==> config.mk <==
export PLATFORM = sky130hd
export DESIGN_NAME = ifetch_pc_queue_flat
export DESIGN_NICKNAME = d
export VERILOG_FILES = /design/src/rtl/ifetch_pc_queue_if.sv /design/src/rtl/ifetch_pc_queue.sv /design/src/flat_wrapper.sv
export SDC_FILE = /design/constraint.sdc
export NUM_CORES = 1
export LEC_CHECK = 0
export BUFFER_PORTS_ARGS = -buffer_cell sky130_fd_sc_hd__buf_4
export CORE_UTILIZATION = 30
export CTS_CLUSTER_DIAMETER = 120
export DETAILED_ROUTE_END_ITERATION = 8
export MAX_ROUTING_LAYER = met4
export PLACE_DENSITY = 0.51
export SLEW_MARGIN = 20
export SYNTH_ARGS = -nofsm -noshare
export SYNTH_HDL_FRONTEND = slang
export SYNTH_SLANG_ARGS = --single-unit
==> constraint.sdc <==
create_clock -name clk -period 8 [get_ports clk]
set_input_delay 2.4 -clock clk [delete_from_list [all_inputs] [get_ports clk]]
set_output_delay 2.4 -clock clk [all_outputs]
set_load 0.005 [all_outputs]
==> src/rtl/ifetch_pc_queue_if.sv <==
// Handshake bundle for ifetch_pc_queue: redirect, fetch request/response and decode output.
// The fetch unit uses the master view; the memory/decode side uses the slave view.
interface ifetch_pc_queue_if #(
    parameter int unsigned PC_W    = 25,
    parameter int unsigned INSTR_W = 32
);
    logic               redirect_valid_i;
    logic [PC_W-1:0]    redirect_pc_i;
    logic               req_valid_o;
    logic [PC_W-1:0]    req_addr_o;
    logic               req_ready_i;
    logic               resp_valid_i;
    logic [INSTR_W-1:0] resp_data_i;
    logic               out_valid_o;
    logic [PC_W-1:0]    out_pc_o;
    logic [INSTR_W-1:0] out_instr_o;
    logic               out_ready_i;

    modport master (
        input  redirect_valid_i, redirect_pc_i, req_ready_i, resp_valid_i, resp_data_i,
        input  out_ready_i,
        output req_valid_o, req_addr_o, out_valid_o, out_pc_o, out_instr_o
    );

    modport slave (
        output redirect_valid_i, redirect_pc_i, req_ready_i, resp_valid_i, resp_data_i,
        output out_ready_i,
        input  req_valid_o, req_addr_o, out_valid_o, out_pc_o, out_instr_o
    );
endinterface

==> src/rtl/ifetch_pc_queue.sv <==
// Instruction-fetch front end: warm-up hold, sequential PC issue, branch redirect with
// discard of stale responses, and an in-order {pc, instr} buffer towards decode.
module ifetch_pc_queue #(
    parameter int unsigned     PC_W          = 25,
    parameter int unsigned     INSTR_W       = 32,
    parameter logic [PC_W-1:0] RESET_VEC     = '0,
    parameter int unsigned     WARMUP_CYCLES = 4,
    parameter int unsigned     STEP          = 1,
    parameter int unsigned     DEPTH         = 4
) (
    input logic               clk,
    input logic               rst_n,
    ifetch_pc_queue_if.master bus
);
    localparam int unsigned AW = $clog2(DEPTH);
    localparam int unsigned CW = AW + 1;
    // Discards only drain as memory answers, so give them headroom beyond DEPTH.
    localparam int unsigned DW = CW + 4;

    localparam logic [0:0] StWarmup = 1'b0;
    localparam logic [0:0] StRun    = 1'b1;

    logic [0:0]      state_q, state_d;
    logic [31:0]     warm_cnt_q, warm_cnt_d;
    logic [PC_W-1:0] fetch_pc_q, fetch_pc_d;
    logic [CW-1:0]   live_q, live_d;
    logic [CW-1:0]   buf_cnt_q, buf_cnt_d;
    logic [DW-1:0]   disc_q, disc_d;
    logic [AW-1:0]   pcq_wr_q, pcq_wr_d, pcq_rd_q, pcq_rd_d;
    logic [AW-1:0]   buf_wr_q, buf_wr_d, buf_rd_q, buf_rd_d;

    logic [PC_W-1:0]    pcq_mem_q   [DEPTH];
    logic [PC_W-1:0]    buf_pc_q    [DEPTH];
    logic [INSTR_W-1:0] buf_instr_q [DEPTH];

    logic [CW:0] live_total;
    logic        req_valid, issue, resp_drop, resp_keep, buf_push, buf_pop, redirect;

    // live_q counts only in-flight requests whose responses will be kept (P - D).
    assign live_total = {1'b0, live_q} + {1'b0, buf_cnt_q};
    assign redirect   = bus.redirect_valid_i;
    assign req_valid  = (state_q == StRun) && !redirect && (live_total < (CW + 1)'(DEPTH));
    assign issue      = req_valid && bus.req_ready_i;
    assign resp_drop  = bus.resp_valid_i && (disc_q != '0);
    assign resp_keep  = bus.resp_valid_i && (disc_q == '0);
    assign buf_push   = resp_keep && !redirect;
    assign buf_pop    = (buf_cnt_q != '0) && bus.out_ready_i && !redirect;

    assign bus.req_valid_o = req_valid;
    assign bus.req_addr_o  = fetch_pc_q;
    assign bus.out_valid_o = (buf_cnt_q != '0);
    assign bus.out_pc_o    = (buf_cnt_q != '0) ? buf_pc_q[buf_rd_q] : '0;
    assign bus.out_instr_o = (buf_cnt_q != '0) ? buf_instr_q[buf_rd_q] : '0;

    always_comb begin
        state_d    = state_q;
        warm_cnt_d = warm_cnt_q;
        fetch_pc_d = fetch_pc_q;
        pcq_wr_d   = pcq_wr_q;
        pcq_rd_d   = pcq_rd_q;
        buf_wr_d   = buf_wr_q;
        buf_rd_d   = buf_rd_q;

        if (state_q == StWarmup) begin
            warm_cnt_d = warm_cnt_q + 32'd1;
            if (warm_cnt_q + 32'd1 >= 32'(WARMUP_CYCLES)) begin
                state_d = StRun;
            end
        end

        if (issue) begin
            fetch_pc_d = fetch_pc_q + PC_W'(STEP);
            pcq_wr_d   = pcq_wr_q + AW'(1);
        end
        if (resp_keep) begin
            pcq_rd_d = pcq_rd_q + AW'(1);
        end
        if (buf_push) begin
            buf_wr_d = buf_wr_q + AW'(1);
        end
        if (buf_pop) begin
            buf_rd_d = buf_rd_q + AW'(1);
        end

        live_d    = live_q + CW'(issue) - CW'(resp_keep);
        disc_d    = disc_q - DW'(resp_drop);
        buf_cnt_d = buf_cnt_q + CW'(buf_push) - CW'(buf_pop);

        // No issue can happen in a redirect cycle, so live_d is exactly what remains in flight.
        if (redirect) begin
            fetch_pc_d = bus.redirect_pc_i;
            disc_d     = disc_d + DW'(live_d);
            live_d     = '0;
            pcq_rd_d   = pcq_wr_q;
            buf_cnt_d  = '0;
            buf_rd_d   = buf_wr_q;
        end
    end

    always_ff @(posedge clk) begin
        if (!rst_n) begin
            state_q    <= StWarmup;
            warm_cnt_q <= '0;
            fetch_pc_q <= RESET_VEC;
            live_q     <= '0;
            buf_cnt_q  <= '0;
            disc_q     <= '0;
            pcq_wr_q   <= '0;
            pcq_rd_q   <= '0;
            buf_wr_q   <= '0;
            buf_rd_q   <= '0;
        end else begin
            state_q    <= state_d;
            warm_cnt_q <= warm_cnt_d;
            fetch_pc_q <= fetch_pc_d;
            live_q     <= live_d;
            buf_cnt_q  <= buf_cnt_d;
            disc_q     <= disc_d;
            pcq_wr_q   <= pcq_wr_d;
            pcq_rd_q   <= pcq_rd_d;
            buf_wr_q   <= buf_wr_d;
            buf_rd_q   <= buf_rd_d;
        end
    end

    always_ff @(posedge clk) begin
        if (rst_n && issue) begin
            pcq_mem_q[pcq_wr_q] <= fetch_pc_q;
        end
        if (rst_n && buf_push) begin
            buf_pc_q[buf_wr_q]    <= pcq_mem_q[pcq_rd_q];
            buf_instr_q[buf_wr_q] <= bus.resp_data_i;
        end
    end
endmodule

==> src/flat_wrapper.sv <==
// flat-port wrapper written by rule: the top's interface ports become plain ports
module ifetch_pc_queue_flat 
#(
    parameter int unsigned     PC_W          = 25,
    parameter int unsigned     INSTR_W       = 32,
    parameter logic [PC_W-1:0] RESET_VEC     = '0,
    parameter int unsigned     WARMUP_CYCLES = 4,
    parameter int unsigned     STEP          = 1,
    parameter int unsigned     DEPTH         = 4
)
  (clk, rst_n, bus_redirect_valid_i, bus_redirect_pc_i, bus_req_ready_i, bus_resp_valid_i, bus_resp_data_i, bus_out_ready_i, bus_req_valid_o, bus_req_addr_o, bus_out_valid_o, bus_out_pc_o, bus_out_instr_o);
  ifetch_pc_queue_if #(.PC_W(PC_W), .INSTR_W(INSTR_W)) bus_i ();
  input logic clk;
  input logic rst_n;
  input wire logic [$bits(bus_i.redirect_valid_i)-1:0] bus_redirect_valid_i;
  input wire logic [$bits(bus_i.redirect_pc_i)-1:0] bus_redirect_pc_i;
  input wire logic [$bits(bus_i.req_ready_i)-1:0] bus_req_ready_i;
  input wire logic [$bits(bus_i.resp_valid_i)-1:0] bus_resp_valid_i;
  input wire logic [$bits(bus_i.resp_data_i)-1:0] bus_resp_data_i;
  input wire logic [$bits(bus_i.out_ready_i)-1:0] bus_out_ready_i;
  output wire logic [$bits(bus_i.req_valid_o)-1:0] bus_req_valid_o;
  output wire logic [$bits(bus_i.req_addr_o)-1:0] bus_req_addr_o;
  output wire logic [$bits(bus_i.out_valid_o)-1:0] bus_out_valid_o;
  output wire logic [$bits(bus_i.out_pc_o)-1:0] bus_out_pc_o;
  output wire logic [$bits(bus_i.out_instr_o)-1:0] bus_out_instr_o;
  assign bus_i.redirect_valid_i = bus_redirect_valid_i;
  assign bus_i.redirect_pc_i = bus_redirect_pc_i;
  assign bus_i.req_ready_i = bus_req_ready_i;
  assign bus_i.resp_valid_i = bus_resp_valid_i;
  assign bus_i.resp_data_i = bus_resp_data_i;
  assign bus_i.out_ready_i = bus_out_ready_i;
  assign bus_req_valid_o = bus_i.req_valid_o;
  assign bus_req_addr_o = bus_i.req_addr_o;
  assign bus_out_valid_o = bus_i.out_valid_o;
  assign bus_out_pc_o = bus_i.out_pc_o;
  assign bus_out_instr_o = bus_i.out_instr_o;
  ifetch_pc_queue #(.PC_W(PC_W), .INSTR_W(INSTR_W), .RESET_VEC(RESET_VEC), .WARMUP_CYCLES(WARMUP_CYCLES), .STEP(STEP), .DEPTH(DEPTH)) u_core (.clk(clk), .rst_n(rst_n), .bus(bus_i));
endmodule
---- After elaboration in Yosys (flattened, before gate mapping) ----
Memory sizes are Yosys's and may differ from the RTL's. A register that Yosys moved wholly into a read port is not among the register bits.
Index checks and enable logic that the tools add are counted.
W data, S select, Z words.
operators by class
  add/subtract/negate cells ............... 13
  $mul .................................... 0
  div/mod/pow operators ................... 0
  order comparisons ....................... 2
  eq/ne operators ......................... 0
  shifts and indexed selects .............. 0
  muxes and demuxes ....................... 21
  bitwise gates (word level) .............. 1
  reduce and logical (&&, ||, !) cells .... 18
operators by type and width
  cell                     number
  $mux W25                 3
  $add A32 B1 Y32 const B  1
  $ge A32 B3 Y1 const B    1
  $mux W32                 1
  $add A25 B1 Y25 const B  1
  $mux W2                  10
  $logic_and A1 B1 Y1      10
  $add A2 B1 Y2 const B    4
  $add A7 B3 Y7            1
  $logic_not A7 Y1         1
  $mux W7                  1
  $reduce_bool A7 Y1       1
  $sub A7 B1 Y7            1
  $add A3 B1 Y3            2
  $mux W1                  6
  $reduce_bool A2 Y1       3
  $sub A3 B1 Y3            2
  $add A3 B3 Y4            1
  $lt A4 B3 Y1 const B     1
  $reduce_bool A3 Y1       1
  $reduce_or A2 Y1         1
  $logic_not A1 Y1         1
  $not A1 Y1               1
storage, ports and cells
  register bits after elaboration ......... 79
  latch bits .............................. 0
  bits in writable memories ............... 328
  memory bits (read-only) ................. 0
  output and inout bits ................... 84
  memories kept ........................... 3
memories
  memory              words  width  read ports  clocked after memory_dff  write ports  line                   source
  u_core.buf_instr_q  4      32     1           1                         1            ifetch_pc_queue.sv:34  logic [INSTR_W-1:0] buf_instr_q [DEPTH];
  u_core.buf_pc_q     4      25     1           1                         1            ifetch_pc_queue.sv:33  logic [PC_W-1:0] buf_pc_q [DEPTH];
  u_core.pcq_mem_q    4      25     1           1                         1            ifetch_pc_queue.sv:32  logic [PC_W-1:0] pcq_mem_q [DEPTH];

---- Logic depth before layout (Yosys ltp) ----
  depth in word-level cells ............... 8
  depth in mapped cells ................... 17
  depth with buffers taken out ............ 17

---- Worst setup path before layout ----
Ideal clock, no wire load.
  path type ............................... input to output
  from .................................... input bus_redirect_valid_i
  to ...................................... output bus_req_valid_o
  arrival ................................. 2.981 ns
  path slack .............................. 2.619 ns
  stages .................................. 3
  path buffers ............................ 1
  cell sequence ........................... buf_6 > nor4_1 > and3_2
between the ends
  longest elaborated chain between the ends .. 3
RTL lines
  item                               line                   source
  from (decl)                        flat_wrapper.sv:15     input wire logic [$bits(bus_i.redirect_valid_i)-1:0] bus_redirect_valid_i;
  $logic_not A1 Y1                   ifetch_pc_queue.sv:42  assign req_valid = (state_q == StRun) && !redirect && (live_total < (CW + 1)'(DEPTH));
  $logic_and A1 B1 Y1 (2 in series)  ifetch_pc_queue.sv:42
  to (decl)                          flat_wrapper.sv:21     output wire logic [$bits(bus_i.req_valid_o)-1:0] bus_req_valid_o;
No other way between the ends.

---- Final worst setup path ----
Same ends and word-level chain as after synthesis.

==> flow_summary_export.csv <==
group,metric,value,unit
clock_tree,tritoncts,"yes",
global_routing,grt_max_degree,61,
setup_path,reg2reg_to,"u_core.disc_q[6]",
synthesis,synth.area.top_cells,"edfxtp_1 58%, mux4_2 11%, dfxtp_1 9.8%",
clock_tree,cts_resized,0,
route,vias_per_cell,4.678,
hold_path,hold_class,"reg -> reg",
route,drt_iter0_markers,622,
clock_tree,ctsHoldBuffers,0,
global_routing,grt_use_total,14.09,%
setup_path,crit_path_end_kind,"output pin",
clock_tree,clockBufferDepth,3,
global_routing,grt_pass1_wl,59800,um
route,drc,0,
route,wirelength,39050,um
cells_and_area,layout-drive-gt1-share,26.05,%
synthesis,async_reset_ff_share,0,%
pwr,leakagePower,6.849,nW
synthesis,synth_edf_count,328,
cells_and_area,fin_cells,2012,
run_status,status,"finished clean",
setup_path,reg2reg_depth,17,
clock_tree,cts_buffers,42,
timing,fin_worst_skew,0.01457,ns
cells_and_area,areaGrowthSynthToFinish,19.12,%
global_routing,antenna_found_initial,0,
timing,min_period,5.725,ns
clock_tree,clk_root_buffer_cell,"clkbuf_16",
synthesis,synth_seq_area_share,67.67,%
placement,place.gp.congestion,0.7566,
setup_path,worstSetupStartpointType,"primary input",
die,dieArea,57660,um2
synthesis,ys_warn_count,0,
clock_tree,postCtsSetupRepairBufs,0,
setup_path,critical_path_arrival,3.32,ns
synthesis,synth_cell_type_count,66,
placement,dpl.hpwl,24200,um
die,die-width,240.1,um
route,drt_first_pass_iters,5,
setup_path,crit_required,5.60,ns
route,postRouteAntennaNets,0,
placement,dp_cells,1935,
synthesis,synth_nets,1171,
cells_and_area,final_cell_mix,"328 x edfxtp_1, 161 x buf_4, 87 x nor2_1",
timing,finalCritPeriodShare,71.56,%
timing,setup_viol,0,
timing,drv_slew,0,
timing,setup_tns,0,ns
timing,max_freq,174.7,MHz
global_routing,grt_pass1_vias,9788,
setup_path,crit_path_start,"bus_redirect_valid_i",
synthesis,synth_top_area_share,57.90,%
die,die_y,240.1,um
timing,hold_viol_final,0,
die,row_count,86,
route,wire_per_inst,19.41,um
setup_path,crit_type,"in -> out",
timing,worst_pin_slew,0.9759,ns
pwr,ir_drop,0.0001699,V
timing,relSlewSlack,34.94,%
clock_tree,htreeDepth,2,
die,initial_core_util,30.64,%
route,via_count,9412,
placement,port_buffers,146,
clock_tree,clkLatencyLatePin,0.55,ns
cells_and_area,fillers,5328,
synthesis,ys_ff_latch,411,
setup_path,r2r-start,"u_core.disc_q[2]",
die,io_pins,147,
synthesis,syn_area,17010,um2
clock_tree,cts_sinks,411,
synthesis,yosysTopAreaCell,"edfxtp_1",
cells_and_area,final_common_cell,"edfxtp_1",
job,timing.max_cap.violations,0,
synthesis,synth_area_per_cell,15.69,um2
setup_path,r2r_slack,4.03,ns
pwr,power.density,248.0,nW/um2
synthesis,synthCells,1084,
setup_path,crit_fanout,35,
die,coreArea,55520,um2
clock_tree,cts.clk_slew.worst_paths,0.06,ns
synthesis,synth_flop_cell,"edfxtp_1",
timing,rsz0062_at_grt,"no",
cells_and_area,num-nets-final,1318,
setup_path,worstSetupEndpoint,"bus_req_valid_o",
global_routing,grt-ovfl-total,0,
==> how the worst min path moves through the flow <==
stage                     slack (ns)  depth (start not counted)               endpoint             startpoint
final                           0.50                          2     u_core.pcq_wr_q[1]     u_core.pcq_wr_q[1]
after global routing            0.52                          2     u_core.pcq_wr_q[1]     u_core.pcq_wr_q[1]
after CTS                       0.51                          2     u_core.pcq_wr_q[1]     u_core.pcq_wr_q[1]
after detailed placement        0.50                          2     u_core.pcq_wr_q[1]     u_core.pcq_wr_q[1]
after global placement          0.48                          2  u_core.warm_cnt_q[31]  u_core.warm_cnt_q[31]
after floorplan                 0.47                          2     u_core.pcq_wr_q[1]     u_core.pcq_wr_q[1]
==> power breakdown <==
group | internal, W | switching [W]
Sequential | 0.00240 | 0.0000839
Combinational | 0.000293 | 0.000306
Clock | 0.00112 | 0.000832
Total | 0.00380 | 0.00122
==> cell families (layout without fill, tap and decap cells) <==
family	after synthesis	after routing	share of synthesized area, %
multiplexers	84	84	10.98
adder cells (fa/ha/maj)	25	25	1.956
AO/OA/AOI/OAI	90	90	3.303
flip-flops	411	411	67.67
other	0	1	0
AND/OR/NAND/NOR	319	319	10.25
XOR/XNOR	73	73	3.758
buffers and inverters	82	261	2.081
==> state kept, by name, indices dropped and copies added, names as in the netlist, named ones only <==
register / flops
u_core.warm_cnt_q: 32
u_core.pcq_wr_q: 2
u_core.pcq_mem_q: 100
u_core.buf_rd_q: 2
u_core.buf_instr_q: 128
u_core.state_q: 1
u_core.buf_wr_q: 2
u_core.disc_q: 7
u_core.live_q: 3
u_core.buf_cnt_q: 3
u_core.pcq_rd_q: 2
u_core.buf_pc_q: 100
u_core.bus.req_addr_o: 25
==> cells in the mapped netlist, drive strengths merged (2+ instances only) <==
library cell / count
and3: 21
a31oi: 6
nand2: 41
a22oi: 2
ha: 21
inv: 22
xnor2: 52
a21oi: 30
a311oi: 4
clkinv: 2
nand4b: 3
a32oi: 2
nor3b: 7
and4: 6
xor2: 21
buf: 21
a2111oi: 2
mux4: 82
a211oi: 8
nor2b: 5
clkbuf: 37
dfxtp: 83
nor2: 88
and2: 68
nand4: 14
or3: 9
fa: 3
nor3: 19
edfxtp: 328
o21ai: 24
nand3: 26
nor4: 9
a221oi: 2
==> cell type report <==
class / count / area [um2] / share of cell area [%]
Clock inverter: 24 / 257.7 / 1.272
Tap cell: 748 / 935.9 / 4.618
Timing Repair Buffer: 161 / 1209 / 5.964
Clock buffer: 52 / 1099 / 5.421
Sequential cell: 411 / 11520 / 56.84
Inverter: 24 / 91.34 / 0.4507
Multi-Input combinational cell: 591 / 5152 / 25.43
Antenna cell: 1 / 2.502 / 0.01235
==> critical path, stage by stage <==
cell    delay (ns)
buf_4         0.23
nor4_1        0.28
and3_2        0.27
buf_4         0.13
==> metrics by stage <==
step	area (um2)	hold slack, ns	setup slack [ns]	total power, W	util (%)
floorplan	17010	0.4692	2.619	0.002910	-
global placement	18910	0.4838	2.173	0.003134	34.05
detailed placement	18910	0.4969	2.142	0.003141	34.05
CTS	20260	0.5059	2.265	0.005099	36.49
global route	20260	0.5247	2.182	0.005253	36.49
finish	20260	0.5025	2.275	0.005026	36.50
==> metal layers <==
| layer | global-route usage, % | part of all wire [%] | wire length, um | vias to the layer above |
|---|---|---|---|---|
| met1 | 18.61 | 46 | 18040 | 4732 |
| met2 | 22.61 | 47 | 18530 | 207 |
| met5 | - | 0 | 0 | - |
| li1 | - | - | - | 4424 |
| met3 | 2.377 | 4.5 | 1765 | 49 |
| met4 | 3.320 | 1.8 | 709 | 0 |
Power figures use the tool's default switching activity.
